### config.mk
export PLATFORM = sky130hd
export DESIGN_NAME = req_rsp_arbiter
export DESIGN_NICKNAME = d
export VERILOG_FILES = /design/src/rtl/req_rsp_arbiter.sv
export SDC_FILE = /design/constraint.sdc
export NUM_CORES = 1
export LEC_CHECK = 0
export CAP_MARGIN = 20
export CORE_UTILIZATION = 38
export DETAILED_ROUTE_END_ITERATION = 8
export GPL_TIMING_DRIVEN = 0
export PLACE_DENSITY = 0.87
export SLEW_MARGIN = 10
export SYNTH_ARGS = -nofsm -noshare
export SYNTH_HDL_FRONTEND = slang
export SYNTH_SLANG_ARGS = --single-unit
### constraint.sdc
create_clock -name clock -period 4.1 [get_ports clock]
set_input_delay 0.615 -clock clock [delete_from_list [all_inputs] [get_ports clock]]
set_output_delay 0.615 -clock clock [all_outputs]
set_load 0.05 [all_outputs]
### src/rtl/req_rsp_arbiter.sv
// req_rsp_arbiter
// Round-robin arbiter that funnels NUM_REQ request ports onto one shared
// request channel and routes in-order responses back using a tag FIFO.
//
// Ports
//   clock, reset                 sole clock, synchronous active-high reset
//   in_req_valid/ready/data      per-requester request handshake, data packed
//                                as slice i -> [i*DATA_WIDTH +: DATA_WIDTH]
//   out_req_valid/ready/data     shared request channel to the resource
//   out_rsp_valid/ready/data     shared response channel from the resource
//   in_rsp_valid/ready           per-requester response handshake
//   in_rsp_data                  response data, broadcast to all requesters
//   outstanding                  tag FIFO occupancy (accepted, not answered)
//   rsp_err                      sticky: response seen with no tag outstanding
module req_rsp_arbiter #(
    parameter int NUM_REQ    = 4,
    parameter int DATA_WIDTH = 32,
    parameter int DEPTH      = 4
) (
    input  logic                          clock,
    input  logic                          reset,
    input  logic [NUM_REQ-1:0]            in_req_valid,
    output logic [NUM_REQ-1:0]            in_req_ready,
    input  logic [NUM_REQ*DATA_WIDTH-1:0] in_req_data,
    output logic                          out_req_valid,
    input  logic                          out_req_ready,
    output logic [DATA_WIDTH-1:0]         out_req_data,
    input  logic                          out_rsp_valid,
    output logic                          out_rsp_ready,
    input  logic [DATA_WIDTH-1:0]         out_rsp_data,
    output logic [NUM_REQ-1:0]            in_rsp_valid,
    input  logic [NUM_REQ-1:0]            in_rsp_ready,
    output logic [DATA_WIDTH-1:0]         in_rsp_data,
    output logic [$clog2(DEPTH+1)-1:0]    outstanding,
    output logic                          rsp_err
);

    localparam int GW = $clog2(NUM_REQ);
    localparam int SW = GW + 1;
    localparam int PW = (DEPTH > 1) ? $clog2(DEPTH) : 1;
    localparam int CW = $clog2(DEPTH + 1);

    localparam logic [0:0] ST_IDLE  = 1'b0;
    localparam logic [0:0] ST_ISSUE = 1'b1;

    logic [0:0]            r_state;
    logic [GW-1:0]         r_last_grant;
    logic [DATA_WIDTH-1:0] r_out_req_data;
    logic [GW-1:0]         r_tag_mem [DEPTH];
    logic [PW-1:0]         r_wr_ptr;
    logic [PW-1:0]         r_rd_ptr;
    logic [CW-1:0]         r_count;
    logic                  r_rsp_err;

    logic                  w_full;
    logic                  w_empty;
    logic                  w_any_valid;
    logic [GW-1:0]         w_grant;
    logic [SW-1:0]         w_sum;
    logic                  w_capture;
    logic                  w_pop;
    logic                  w_rsp_route;
    logic [GW-1:0]         w_head;
    logic [DATA_WIDTH-1:0] w_sel_data;

    assign w_full  = (r_count == CW'(DEPTH));
    assign w_empty = (r_count == '0);
    assign w_head  = r_tag_mem[r_rd_ptr];

    // Round-robin search from last_grant+1. Scanning from the farthest offset
    // down to the nearest lets the nearest valid requester win.
    always_comb begin
        w_grant     = r_last_grant;
        w_any_valid = 1'b0;
        w_sum       = '0;
        for (int off = NUM_REQ; off >= 1; off--) begin
            w_sum = {1'b0, r_last_grant} + SW'(off);
            if (w_sum >= SW'(NUM_REQ)) begin
                w_sum = w_sum - SW'(NUM_REQ);
            end
            if (in_req_valid[w_sum[GW-1:0]]) begin
                w_grant     = w_sum[GW-1:0];
                w_any_valid = 1'b1;
            end
        end
    end

    // Full blocks capture even if a pop lands in the same cycle.
    assign w_capture   = !reset && (r_state == ST_IDLE) && !w_full && w_any_valid;
    assign w_rsp_route = !reset && !w_empty;
    assign w_pop       = out_rsp_valid && out_rsp_ready;

    always_comb begin
        in_req_ready = '0;
        in_rsp_valid = '0;
        w_sel_data   = '0;
        for (int i = 0; i < NUM_REQ; i++) begin
            in_req_ready[i] = w_capture && (w_grant == GW'(i));
            in_rsp_valid[i] = w_rsp_route && out_rsp_valid && (w_head == GW'(i));
            if (w_grant == GW'(i)) begin
                w_sel_data = in_req_data[i*DATA_WIDTH +: DATA_WIDTH];
            end
        end
    end

    assign out_rsp_ready = w_rsp_route && in_rsp_ready[w_head];
    assign in_rsp_data   = out_rsp_data;
    assign out_req_valid = (r_state == ST_ISSUE);
    assign out_req_data  = r_out_req_data;
    assign outstanding   = r_count;
    assign rsp_err       = r_rsp_err;

    always_ff @(posedge clock) begin
        if (reset) begin
            r_state        <= ST_IDLE;
            r_last_grant   <= GW'(NUM_REQ - 1);
            r_out_req_data <= '0;
            r_wr_ptr       <= '0;
            r_rd_ptr       <= '0;
            r_count        <= '0;
            r_rsp_err      <= 1'b0;
        end else begin
            if (r_state == ST_IDLE) begin
                if (w_capture) begin
                    r_state        <= ST_ISSUE;
                    r_out_req_data <= w_sel_data;
                    r_last_grant   <= w_grant;
                end
            end else if (out_req_ready) begin
                r_state <= ST_IDLE;
            end

            if (w_capture) begin
                r_wr_ptr <= (r_wr_ptr == PW'(DEPTH - 1)) ? '0 : r_wr_ptr + 1'b1;
            end
            if (w_pop) begin
                r_rd_ptr <= (r_rd_ptr == PW'(DEPTH - 1)) ? '0 : r_rd_ptr + 1'b1;
            end

            if (w_capture && !w_pop) begin
                r_count <= r_count + 1'b1;
            end else if (!w_capture && w_pop) begin
                r_count <= r_count - 1'b1;
            end

            if (out_rsp_valid && w_empty) begin
                r_rsp_err <= 1'b1;
            end
        end
    end

    // Tag storage needs no reset: entries are only read while occupied.
    always_ff @(posedge clock) begin
        if (w_capture) begin
            r_tag_mem[r_wr_ptr] <= w_grant;
        end
    end

endmodule

# Word-level counts from Yosys, hierarchy flattened
# Memories as Yosys holds them, arrays and structs flattened. A register that Yosys moved wholly into a read port is not among the register bits.
# Cells that the tools add are included.
# classes
add_sub_neg	12
n_lt_le_gt_ge	9
eq_ne	9
n_mux	36
n_bitwise	1
n_reduce_logical	28
# op_table
op	count
$mux W32	4
$mux W2	12
$logic_and A1 B1 Y1	18
$lt A2 B3 Y1 const B	5
$mux W1	13
$eq A2 B2 Y1 const B	6
$ge A3 B3 Y1 const B	4
$bmux W1 S2	5
$sub A2 B1 Y2 const B	4
$add A2 B2 Y3 const B	2
$mux W3	2
$logic_not A1 Y1	5
$add A2 B1 Y2 const B	2
$eq A2 B1 Y1 const B	2
$logic_not A2 Y1	2
$add A2 B1 Y3 const B	1
$add A2 B3 Y3 const B	1
$add A3 B1 Y3 const B	1
$eq A3 B3 Y1 const B	1
$logic_not A3 Y1	1
$sub A3 B1 Y3 const B	1
$reduce_and A2 Y1	1
$reduce_bool A2 Y1	1
$not A1 Y1	1
# word_totals
reg_bits	43
ramBits	8
input_bits	172
output_inout_bits	78
wordCells	103
n_memories	1
# mem_list
name	depth	word_bits	rd	rd_ports_with_merged_regs	wr	line_no	rtl
r_tag_mem	4	2	1	1	1	49	logic [GW-1:0] r_tag_mem [DEPTH];

# Longest topological paths before layout
# depth
ltp_word	14
ltp_mapped	10
ltp_nobuf	10

# Worst setup path before layout
# No wires, ideal clock.
# synth_timing
path_kind	register to output
from	reg with a tool-made name
to	out out_rsp_ready
arrival_time_ns	3.811
required_ns	3.485
setup_slack_ns	-0.326
stages_incl_launch_ff	5
n_path_buf	0
path_cell_list	dfxtp_1 mux4_2 mux2i_2 and2b_2 a2111oi_0
# synth_rtl
element	line_no	rtl
end: declaration	29	output logic out_rsp_ready,

# Worst setup path in the final report
# layout_timing
from	in in_req_valid[1]
to	out in_req_ready[1]
# layout_between
elab_chain_len	8
elab_cells_between_ends	19
classes_between	1 x eq/ne; 16 x mux; 2 x reduce/logical
# layout_rtl
element	line_no	rtl
start: declaration	22	input logic [NUM_REQ-1:0] in_req_valid,
$bmux W1 S2	81	if (in_req_valid[w_sum[GW-1:0]]) begin
$mux W1 (implied by the code)	81	
$mux W2 or $mux W1 (tied branches) (4 in series)	81	
$eq A2 B1 Y1 or $logic_and A1 B1 Y1 (tied branches)	98, 89	
$logic_and A1 B1 Y1 *	98	in_req_ready[i] = w_capture && (w_grant == GW'(i));
end: declaration	23	output logic [NUM_REQ-1:0] in_req_ready,
# Every way passes the cells marked *; elsewhere a longest branch is shown, timed or not. The select of a mux whose other input is x is not followed.

==> results_dict.tcl <==
set metrics [dict create \
    critPathBufInv 3 \
    fin_nets 799 \
    cts_buffers 5 \
    setup_violations 0 \
    end_kind "primary output" \
    dieArea_mm2 0.00953 \
    reg2reg_from "outstanding[0]" \
    violations "design-rule violations" \
    cts.clk_slew.worst_paths_ns 0.10 \
    async_flop_share_pct 0 \
    synth_cell_types 54 \
    hold_ws_ns 0.487 \
    synthCells 396 \
    hold_viol 0 \
    grt_pass1_vias 4414 \
    min_period_over_period_pct 95.8 \
    tightestPinTransition_ns 1.01 \
    antenna_cells 0 \
    worstReg2RegEnd "outstanding[2]" \
    synthTopCellsByArea "dfxtp_1 (26%), buf_4 (7.1%), edfxtp_1 (6.9%)" \
    hold_class "reg -> reg" \
    start_kind "primary input" \
    grt_setup_unrepaired "no" \
    rows 34 \
    crit_required_ns 3.48 \
    die-height_um 97.6 \
    cp_slowest_stage_delay_ns 0.56 \
    r2r_slack_ns 1.11 \
    fmax_ghz 0.255 \
    grt_max_degree 18 \
    status "finished with violations" \
    crit_cells 8 \
    via_per_inst 5.75 \
    placed_cells 721 \
    design.core.area_mm2 0.00881 \
    syn_area_per_cell_um2 8.77 \
    ys_warn_count 0 \
    syn_area_mm2 0.00347 \
    clock_tree.buffer_depth 2 \
    critPathKind "in -> out" \
    synth_nets 575 \
    synth_enable_flop_cells 8 \
    cp_cell_sequence "clkdlybuf4s50_1 > nor2b_1 > o21bai_1 > nand2_1 > clkbuf_1 > nor2_1 > nor2_1 > dlygate4sd2_1" \
    maxSlewViolCount 0 \
    period_needed_ns 3.93 \
    drtPass1Iterations 7 \
    yosysSeqAreaShare_pct 32.8 \
    clkLatencyLatePin_ns 0.32 \
    boundaryPins 250 \
    ir_drop_mv 0.328 \
    dpl.hpwl_mm 10.6 \
    synth-main-ff-cell "dfxtp_1" \
    htree_levels 2 \
    crit_family "buffers and inverters" \
    cp_slowest_cell "dlygate4sd2_1" \
    critPathMostFrequentCell "nor2_1" \
    cts_root_buf "clkbuf_8" \
    wl_per_cell_um 18.5 \
    cts_setup_buffers 0 \
    ant_nets 0 \
    numPortBuffers 217 \
    max-cap-violations 0 \
    leakage_nw 2.19 \
    dpl_cell_area_mm2 0.00578 \
    cts_sinks 53 \
    grt_pass1_wl_mm 21.2 \
    drtIter0Drc 210 \
    dp_worst_setup_slack_ns -0.202 \
    worstSetupStartpoint "in_req_valid[1]" \
    die_w_um 97.6 \
    gp_congestion 0.848 \
    gr-total-overflow 0 \
    rr_worst_depth 10 \
    num_vias 4194 \
    grtUsageTotal_pct 27.8 \
    min_to "out_req_valid" \
    design_area_mm2 0.00589 \
    fin_skew_ns 0.0112 \
    antenna_found_initial 0 \
    fin_cells 729 \
    cp.arrival_ns 3.31 \
    synth_largest_area_cell "dfxtp_1" \
    ys_ff_latch 53 \
    crit_fanout 10 \
    drc_errors 20 \
    cts_hold_buf 0 \
    hold_start "out_req_valid" \
    layout-area-overhead-vs-synth_pct 69.4 \
    cts_tree "built" \
    synth_top_area_share_pct 25.9 \
    initial_core_util_pct 39.5 \
    wirelength_mm 13.5 \
    powerDensity_mw_per_mm2 605 \
    hold_depth 2 \
    layout-drive-gt1-share_pct 10.5 \
    fin_ws_ns 0.172 \
    relSlewSlack_pct 32.4 \
]
-- placed cells by master, fill, tap and decap left out, types with 2 or more instances in the layout --
| cell type | synthesis | layout |
|---|---|---|
| ha_1 | 6 | 6 |
| or2_2 | 3 | 3 |
| clkbuf_1 | 31 | 31 |
| clkbuf_8 | 0 | 5 |
| mux4_2 | 2 | 2 |
| inv_1 | 19 | 19 |
| o41ai_1 | 10 | 10 |
| o211ai_1 | 16 | 16 |
| dfxtp_1 | 45 | 45 |
| clkdlybuf4s50_1 | 0 | 214 |
| o22ai_1 | 11 | 11 |
| nor3_1 | 3 | 3 |
| mux2i_1 | 2 | 2 |
| nor4_1 | 11 | 11 |
| clkbuf_2 | 0 | 2 |
| o31ai_1 | 6 | 6 |
| a21oi_1 | 5 | 5 |
| buf_4 | 33 | 33 |
| a311oi_1 | 12 | 12 |
| nand3b_1 | 16 | 16 |
| nand2b_1 | 4 | 4 |
| nor2_1 | 19 | 19 |
| a211oi_1 | 10 | 10 |
| nand2_1 | 6 | 6 |
| a31oi_1 | 28 | 28 |
| buf_2 | 5 | 6 |
| a221oi_1 | 16 | 16 |
| nand4_1 | 16 | 16 |
| xor2_1 | 2 | 2 |
| o21ai_0 | 3 | 3 |
| and2_1 | 5 | 5 |
| o21bai_1 | 17 | 17 |
| edfxtp_1 | 8 | 8 |
| nor2b_1 | 2 | 2 |
-- cells in the mapped netlist, drive strengths merged, types with 2 or more instances --
cell type	instances
ha	6
nand2	6
nand4	16
or2	3
xor2	2
a21oi	5
mux4	2
nor2	19
inv	20
o21bai	17
a221oi	16
mux2i	4
edfxtp	8
buf	40
o211ai	16
o31ai	7
o22ai	12
dfxtp	45
o41ai	10
a211oi	10
nand3b	16
o21ai	4
a31oi	29
nand2b	4
and2	5
nor2b	2
nor3	3
nor4	11
a311oi	12
clkbuf	31
-- how the worst max path moves through the flow --
stage                                  to  slack, ns
after floorplan             out_rsp_ready       0.34
after global placement    in_req_ready[2]      -0.15
after detailed placement  in_req_ready[2]      -0.20
after CTS                 in_req_ready[2]       0.08
after global routing      in_req_ready[3]       0.03
final                     in_req_ready[1]       0.17
-- worst register-to-register path, delay by kind of cell, from the launching register on --
kind | cells | cell delay (ns)
flops | 1 | 0.44
xor+xnor | 1 | 0.17
fa+ha+maj | 2 | 0.64
compound gates | 2 | 0.61
simple gates | 2 | 0.40
buf+inv | 3 | 0.65
-- stage by stage --
step | TNS (ns) | utilization (%) | total power [mW]
finish | 0 | 66.8 | 3.56
global route | 0 | 66.8 | 3.76
CTS | 0 | 66.9 | 3.56
detailed placement | -0.472 | 65.7 | 3.19
global placement | -0.303 | 65.7 | 3.13
floorplan | 0 | - | 2.37
-- sequential cells by signal (all words and copies together) (netlist names), named ones only --
signal         cells
out_req_data      32
r_tag_mem          8
outstanding        3
r_last_grant       2
r_rd_ptr           2
r_wr_ptr           2
out_req_valid      1
rsp_err            1
-- routing by layer --
| metal | up-vias | routed length, µm | part of all wire, % | track usage [%] |
|---|---|---|---|---|
| met5 | - | 0 | 0 | 0 |
| met4 | 0 | 354 | 2.6 | 10.6 |
| met2 | 205 | 7100 | 53 | 51.3 |
| met3 | 30 | 942 | 7.0 | 5.97 |
| li1 | 1969 | - | - | - |
| met1 | 1990 | 5060 | 38 | 31.0 |
-- cell type report --
cell class / count / area (µm²)
fillers: 731 / 2920
repair buffers: 217 / 2160
multi-input cells: 251 / 1860
flip-flops and latches: 53 / 1140
plain buffers: 71 / 398
well taps: 108 / 135
inverters: 21 / 78.8
clock buffers: 5 / 68.8
clock inverters: 3 / 43.8
-- kinds of logic after synthesis --
kind of cell               synth area share, %
xor gates and xnor gates                 0.504
buffers and inverters                     13.7
adders and majority gates                 2.74
muxes                                     2.92
and+or+nand+nor                           15.6
DFF                                       32.8
AOI/OAI and AO/OA                         31.7
-- repair_timing --
item	CTS	global route
endpoints found under the setup margin	4	2
hold endpoints to repair	0	0
gates resized for setup	4	5
gates cloned	0	0
-- power by group --
group	internal [mW]	switching, mW	total [mW]
clock	0.183	0.189	0.372
combinational	0.832	1.53	2.36
sequential	0.718	0.114	0.832
total	1.73	1.83	3.56
(Power assumes the default switching activity.)
